<file path="src/rtl/window_conv_pkg.sv">
// Shared definitions for the 3x3 window convolution datapath.
// Optional build macro: WINDOW_CONV_ABS_EN selects edge-magnitude output,
// where a negative result is replaced by its absolute value instead of 0.
package window_conv_pkg;

  localparam int PIX_W   = 8;
  localparam int ACC_W   = 20;
  localparam int SHIFT_W = 4;
  localparam int NTAP    = 9;

  typedef enum logic [1:0] {
    ST_IDLE,
    ST_RUN,
    ST_DRAIN,
    ST_DONE
  } state_t;

  // Map a shifted accumulator value onto the 8-bit pixel range.
  function automatic logic [PIX_W-1:0] saturate(input logic signed [ACC_W-1:0] v);
    logic signed [ACC_W-1:0] m;
`ifdef WINDOW_CONV_ABS_EN
    m = (v < 0) ? -v : v;
`else
    m = (v < 0) ? '0 : v;
`endif
    if (m > $signed(ACC_W'(255))) return {PIX_W{1'b1}};
    return m[PIX_W-1:0];
  endfunction

endpackage

</file>
<file path="src/rtl/window_conv_3x3_mac9.sv">
// Nine-tap multiply/accumulate: registered products, then registered sum.
// Pixels are unsigned, coefficients signed; the sum is 20-bit signed.
module conv_mac9
  import window_conv_pkg::*;
#(
  parameter int COEF_W = 8
) (
  input  logic                     clk,
  input  logic                     rst_n,
  input  logic                     vld_p0,
  input  logic [NTAP*PIX_W-1:0]    pix_p0,
  input  logic [NTAP*COEF_W-1:0]   coef,
  output logic                     vld_p2,
  output logic [ACC_W-1:0]         sum_p2
);

  localparam int PROD_W = PIX_W + COEF_W;

  logic signed [PROD_W:0]   prod_c  [NTAP];
  logic signed [PROD_W-1:0] prod_p1 [NTAP];
  logic signed [ACC_W-1:0]  sum_c;
  logic                     vld_p1;

  // Full-width signed products; the zero-extended pixel keeps it non-negative.
  always_comb begin
    for (int k = 0; k < NTAP; k++) begin
      prod_c[k] = $signed({{(COEF_W+1){1'b0}}, pix_p0[k*PIX_W +: PIX_W]}) *
                  $signed({{(PIX_W+1){coef[k*COEF_W+COEF_W-1]}}, coef[k*COEF_W +: COEF_W]});
    end
  end

  // ---- stage 1: product registers ----
  always_ff @(posedge clk) begin
    for (int k = 0; k < NTAP; k++) begin
      prod_p1[k] <= prod_c[k][PROD_W-1:0];
    end
  end

  // Stage 1 valid, cleared by reset so in-flight windows are dropped.
  always_ff @(posedge clk) begin
    if (!rst_n) vld_p1 <= 1'b0;
    else        vld_p1 <= vld_p0;
  end

  // Sign-extended adder tree over the nine products.
  always_comb begin
    sum_c = '0;
    for (int k = 0; k < NTAP; k++) begin
      sum_c = sum_c + ACC_W'(prod_p1[k]);
    end
  end

  // ---- stage 2: accumulator register ----
  always_ff @(posedge clk) begin
    sum_p2 <= sum_c;
  end

  // Stage 2 valid.
  always_ff @(posedge clk) begin
    if (!rst_n) vld_p2 <= 1'b0;
    else        vld_p2 <= vld_p1;
  end

endmodule

</file>
<file path="src/rtl/window_conv_3x3.sv">
// 3x3 window convolution: frame FSM, window counter, coefficient bank and
// the shift/clamp output stage around the conv_mac9 product/sum pipeline.
// Optional build macro: WINDOW_CONV_ABS_EN (edge magnitude output).
module window_conv_3x3
  import window_conv_pkg::*;
#(
  parameter int COEF_W    = 8,
  parameter int FRAME_WIN = 4096
) (
  input  logic              clk,
  input  logic              rst_n,
  input  logic              start,
  input  logic              in_valid,
  input  logic [7:0]        pixel1,
  input  logic [7:0]        pixel2,
  input  logic [7:0]        pixel3,
  input  logic [7:0]        pixel4,
  input  logic [7:0]        pixel5,
  input  logic [7:0]        pixel6,
  input  logic [7:0]        pixel7,
  input  logic [7:0]        pixel8,
  input  logic [7:0]        pixel9,
  input  logic              coef_wr,
  input  logic [3:0]        coef_addr,
  input  logic [COEF_W-1:0] coef_data,
  output logic              out_valid,
  output logic [7:0]        pixel_out,
  output logic              busy,
  output logic              frame_done,
  output logic              overrun
);

  state_t                    state, state_nx;
  logic [12:0]               win_cnt;
  logic [1:0]                drain_cnt;
  logic signed [COEF_W-1:0]  coef [NTAP];
  logic [SHIFT_W-1:0]        shift;
  logic [NTAP*COEF_W-1:0]    coef_flat;
  logic [NTAP*PIX_W-1:0]     pix_p0;
  logic                      vld_p0;
  logic                      start_acc;
  logic                      last_win;
  logic                      coef_en;
  logic                      vld_p2;
  logic [ACC_W-1:0]          sum_p2;
  logic signed [ACC_W-1:0]   shifted;

  assign vld_p0    = in_valid && (state == ST_RUN);
  assign start_acc = start && (state == ST_IDLE);
  assign last_win  = vld_p0 && (win_cnt == 13'(FRAME_WIN - 1));
  assign coef_en   = coef_wr && ((state == ST_IDLE) || (state == ST_DONE)) &&
                     (coef_addr <= 4'd9);
  assign busy       = (state == ST_RUN) || (state == ST_DRAIN);
  assign frame_done = (state == ST_DONE);
  assign pix_p0 = {pixel9, pixel8, pixel7, pixel6, pixel5,
                   pixel4, pixel3, pixel2, pixel1};

  // State register.
  always_ff @(posedge clk) begin
    if (!rst_n) state <= ST_IDLE;
    else        state <= state_nx;
  end

  // Next-state logic: DRAIN covers the pipeline depth so DONE follows the last output.
  always_comb begin
    state_nx = state;
    case (state)
      ST_IDLE:  if (start)            state_nx = ST_RUN;
      ST_RUN:   if (last_win)         state_nx = ST_DRAIN;
      ST_DRAIN: if (drain_cnt == 2'd2) state_nx = ST_DONE;
      ST_DONE:                        state_nx = ST_IDLE;
      default:                        state_nx = ST_IDLE;
    endcase
  end

  // Cycles spent in DRAIN.
  always_ff @(posedge clk) begin
    if (!rst_n)                 drain_cnt <= '0;
    else if (state == ST_DRAIN) drain_cnt <= drain_cnt + 2'd1;
    else                        drain_cnt <= '0;
  end

  // Accepted-window counter for the current frame.
  always_ff @(posedge clk) begin
    if (!rst_n)         win_cnt <= '0;
    else if (start_acc) win_cnt <= '0;
    else if (vld_p0)    win_cnt <= win_cnt + 13'd1;
  end

  // Sticky flag for windows offered while the pipeline drains.
  always_ff @(posedge clk) begin
    if (!rst_n)                                overrun <= 1'b0;
    else if (start_acc)                        overrun <= 1'b0;
    else if ((state == ST_DRAIN) && in_valid)  overrun <= 1'b1;
  end

  // Coefficient bank and shift; reset loads the identity kernel.
  always_ff @(posedge clk) begin
    if (!rst_n) begin
      for (int k = 0; k < NTAP; k++) coef[k] <= (k == 4) ? COEF_W'(1) : '0;
      shift <= '0;
    end else if (coef_en) begin
      if (coef_addr == 4'd9) shift <= coef_data[SHIFT_W-1:0];
      for (int k = 0; k < NTAP; k++) begin
        if (coef_addr == 4'(k)) coef[k] <= coef_data;
      end
    end
  end

  // Flatten the coefficient bank for the MAC port.
  always_comb begin
    coef_flat = '0;
    for (int k = 0; k < NTAP; k++) coef_flat[k*COEF_W +: COEF_W] = coef[k];
  end

  conv_mac9 #(
    .COEF_W (COEF_W)
  ) u_mac9 (
    .clk    (clk),
    .rst_n  (rst_n),
    .vld_p0 (vld_p0),
    .pix_p0 (pix_p0),
    .coef   (coef_flat),
    .vld_p2 (vld_p2),
    .sum_p2 (sum_p2)
  );

  assign shifted = $signed(sum_p2) >>> shift;

  // ---- stage 3: shift, clamp and output register ----
  always_ff @(posedge clk) begin
    if (!rst_n) begin
      out_valid <= 1'b0;
      pixel_out <= '0;
    end else begin
      out_valid <= vld_p2;
      pixel_out <= vld_p2 ? saturate(shifted) : '0;
    end
  end

endmodule
</file>
<file path="config.mk">
export PLATFORM = sky130hd
export DESIGN_NAME = window_conv_3x3
export DESIGN_NICKNAME = d
export VERILOG_FILES = /design/src/rtl/window_conv_pkg.sv /design/src/rtl/window_conv_3x3_mac9.sv /design/src/rtl/window_conv_3x3.sv
export SDC_FILE = /design/constraint.sdc
export NUM_CORES = 2
export LEC_CHECK = 0
export BUFFER_PORTS_ARGS = -buffer_cell sky130_fd_sc_hd__buf_2
export CORE_UTILIZATION = 40
export CTS_CLUSTER_DIAMETER = 200
export DETAILED_ROUTE_END_ITERATION = 6
export GPL_TIMING_DRIVEN = 1
export REMOVE_ABC_BUFFERS = 1
export SYNTH_ARGS = -nofsm -noshare
export SYNTH_HDL_FRONTEND = slang
export SYNTH_SLANG_ARGS = --single-unit
</file>
<file path="constraint.sdc">
create_clock -name clk -period 7.6 [get_ports clk]
set_clock_uncertainty 0.05 [all_clocks]
set_input_delay 0.76 -clock clk [delete_from_list [all_inputs] [get_ports clk]]
set_output_delay 0.76 -clock clk [all_outputs]
set_load 0.005 [all_outputs]
</file>
==> flow_metrics.env <==
export IMPL_clock_sinks=269
export IMPL_core_sq_mm=0.0759
export IMPL_cts_resized_gates=0
export IMPL_syn_area_sq_mm=0.0307
export IMPL_ys_seq_area_share_pct=19.9
export IMPL_drtIter0Drc=1003
export IMPL_critPathBufInv=4
export IMPL_netlist_top_cells_area="fa_1, ha_1, dfxtp_1, inv_1, edfxtp_1"
export IMPL_critPathMaxFanout=5
export IMPL_cts_hold_buf=0
export IMPL_syn_area_per_cell_sq_um=9.82
export IMPL_insertion_delay_ns=0.56
export IMPL_grt_pass1_vias=21700
export IMPL_cp_cell_sequence="inv_1 > fa_1 > inv_1 > ha_1 > fa_1 > a211oi_1 > nor2_1 > o31ai_1 > nand2b_1 > a21oi_1 > xnor2_1 > fa_1 > inv_1 > fa_1 > fa_1 > fa_1 > inv_1 > ha_1 > o211a_1 > a211oi_1 > o21ai_0 > a211oi_1 > o21ai_0 > xor2_1"
export IMPL_grt_ovfl_total=0
export IMPL_slowest_stage="a211oi_1"
export IMPL_synthCells=3127
export IMPL_numCtsBuffers=35
export IMPL_setup_viol=0
export IMPL_tightest_slew_ns=1.17
export IMPL_post_cts_buffers=0
export IMPL_cts_root_buffer="clkbuf_16"
export IMPL_tritoncts="done"
export IMPL_grt_start_max_net_pins=33
export IMPL_synth_top_cells_by_count="inv_1, fa_1, ha_1"
export IMPL_io_pins=101
export IMPL_reg2reg_depth=24
export IMPL_wl_per_cell_microns=16.4
export IMPL_critPathTopFamily="adder cells"
export IMPL_hp_class="flip-flop to flip-flop"
export IMPL_setup_worst_path_class="flip-flop to flip-flop"
export IMPL_synth_top_area_cell="fa_1"
export IMPL_grt_use_total_pct=18.9
export IMPL_crit_required_ns=7.99
export IMPL_async_flop_share_pct=0
export IMPL_dp_hpwl_mm=58.1
export IMPL_fin_setup_tns_ns=0
export IMPL_synthFlopType="dfxtp_1"
export IMPL_ff2ff_setup_slack_ns=0.54
export IMPL_r2r_end="u_mac9.sum_p2[18]"
export IMPL_yosysMostFrequentCell="inv_1"
export IMPL_dr_pass1_iters=5
export IMPL_arrival_ns=7.45
export IMPL_die_width_microns=279
export IMPL_htreeDepth=2
export IMPL_postRouteAntennaNets=0
export IMPL_cp_depth=24
export IMPL_yosys_warnings=0
export IMPL_antenna_found_initial=8
export IMPL_area_delta_synth_final_pct=9.71
export IMPL_relSlewSlack_pct=21.0
export IMPL_cpMostUsedCell="fa_1"
export IMPL_vias_per_cell=4.88
export IMPL_synth_edf_count=72
export IMPL_yosysUniqueCellTypes=73
export IMPL_path_clk_slew_ns=0.06
export IMPL_initial_core_util_pct=40.4
export IMPL_ys_ff_latch=269
export IMPL_endpoint_kind="flip-flop"
export IMPL_cap_viol_max_count=0
export IMPL_drt_wl_total_mm=70.7
export IMPL_run_status="finished clean"
export IMPL_die_area_sq_mm=0.0779
export IMPL_port_buffers=100
export IMPL_startpoint="u_mac9.prod_p1[1][1]"
export IMPL_fp_row_count=101
export IMPL_rr_startpoint="u_mac9.prod_p1[1][1]"
export IMPL_fin_crit_ns=7.06
export IMPL_dr_total_vias=21100
export IMPL_finalHoldViolCount=0
export IMPL_maxSlewViolCount=0
export IMPL_rsz0062_at_grt="false"
export IMPL_start_kind="flip-flop"
export IMPL_crit_path_end="u_mac9.sum_p2[18]"
export IMPL_final_nets=4189
export IMPL_max_freq_mhz=142
export IMPL_gp_congestion=0.880
export IMPL_critPathMaxStageDelay_ns=0.57
export IMPL_grt_first_pass_wirelength_mm=116
export IMPL_clockBufferDepth=3
export IMPL_timing_final_crit_share_pct=92.9
export IMPL_drive_above_1_share_pct=6.36
export IMPL_worstHoldPathCells=1
export IMPL_route_detailed_drc=0
export IMPL_yosysTopAreaCellShare_pct=28.5
export IMPL_die_y_microns=279
-- how the worst min path moves through the flow --
stage                      start      endpoint  slack (ns)
floorplan           drain_cnt[0]  drain_cnt[0]        0.34
global placement    drain_cnt[0]  drain_cnt[0]        0.35
detailed placement  drain_cnt[0]  drain_cnt[0]        0.36
CTS                 drain_cnt[0]  drain_cnt[0]        0.36
global route        drain_cnt[0]  drain_cnt[0]        0.40
finish              drain_cnt[0]  drain_cnt[0]        0.36
-- routing by layer --
metal	share of wire (%)	GRT usage (%)	routed length (microns)	vias to the layer above
met5	0.044	0	31	-
met4	1.8	4.23	1300	6
met3	5.3	3.33	3730	79
met2	46	30.3	32400	387
met1	47	26.5	33300	10400
li1	-	-	-	10200
-- through the flow --
step	cells	setup WS (ns)	utilization (%)	area (sq um)	hold WS, ns
floorplan	3111	1.13	-	30600	0.341
global placement	4251	0.825	42.8	32500	0.352
detailed placement	4251	0.784	42.8	32500	0.356
CTS	4314	0.750	44.4	33700	0.365
global route	4314	0.388	44.4	33700	0.395
finish	4315	0.542	44.4	33700	0.362
-- placed cells by master, fill, tap and decap left out, types with 8 or more instances in the layout --
cell type / instances
edfxtp_1: 72
buf_2: 100
clkbuf_16: 39
nor3_1: 37
a21oi_1: 57
nand2b_1: 66
o31ai_1: 8
mux2_2: 13
nor2_1: 150
ha_1: 404
dfxtp_1: 197
nand2_1: 262
fa_1: 438
and3_1: 11
xor2_1: 28
a211oi_1: 35
nand3_1: 28
o21a_1: 22
a221oi_1: 8
mux2i_1: 17
nor4_1: 12
clkbuf_1: 8
nor2b_1: 31
inv_1: 600
a21o_1: 19
o21ai_0: 64
and2_1: 304
buf_4: 10
xnor2_1: 114
-- worst reg2reg max path, delay by kind of cell (launching register included) --
family | cells | cell delay (ns)
AOI/OAI and AO/OA | 8 | 2.39
DFF | 1 | 0.31
adders and majority gates | 8 | 3.40
and+or+nand+nor | 2 | 0.21
xor gates and xnor gates | 2 | 0.36
buffers and inverters | 4 | 0.21
-- cell type report --
cell class                      instances  area (sq um)
Fill cell                            7371         42300
Multi-Input combinational cell       2242         22300
Sequential cell                       269          6110
Timing Repair Buffer                  110           576
Clock buffer                           52          1070
Tap cell                             1030          1290
Inverter                              600          2250
Clock inverter                         11           111
Antenna cell                            1          2.50
-- registers in the layout, indices dropped and copies added, names as in the netlist --
signal and flops:
state 2, u_mac9.prod_p1 144, coef 72, u_mac9.vld_p1 1, win_cnt 13, shift 4
u_mac9.sum_p2 20, out_valid 1, pixel_out 8, u_mac9.vld_p2 1, overrun 1, drain_cnt 2
-- kinds of logic after synthesis --
kind of cell	count (synthesis)	share of synthesized area, %
flip-flops	269	19.9
buffers and inverters	616	7.56
AND/OR/NAND/NOR	944	15.8
AO/OA/AOI/OAI	280	6.35
multiplexers	34	1.32
adder cells (fa/ha/maj)	842	45.0
XOR/XNOR	142	4.05
Power is not shown: default switching activity piles up to over one toggle a cycle in this logic, so the estimate is an artifact.
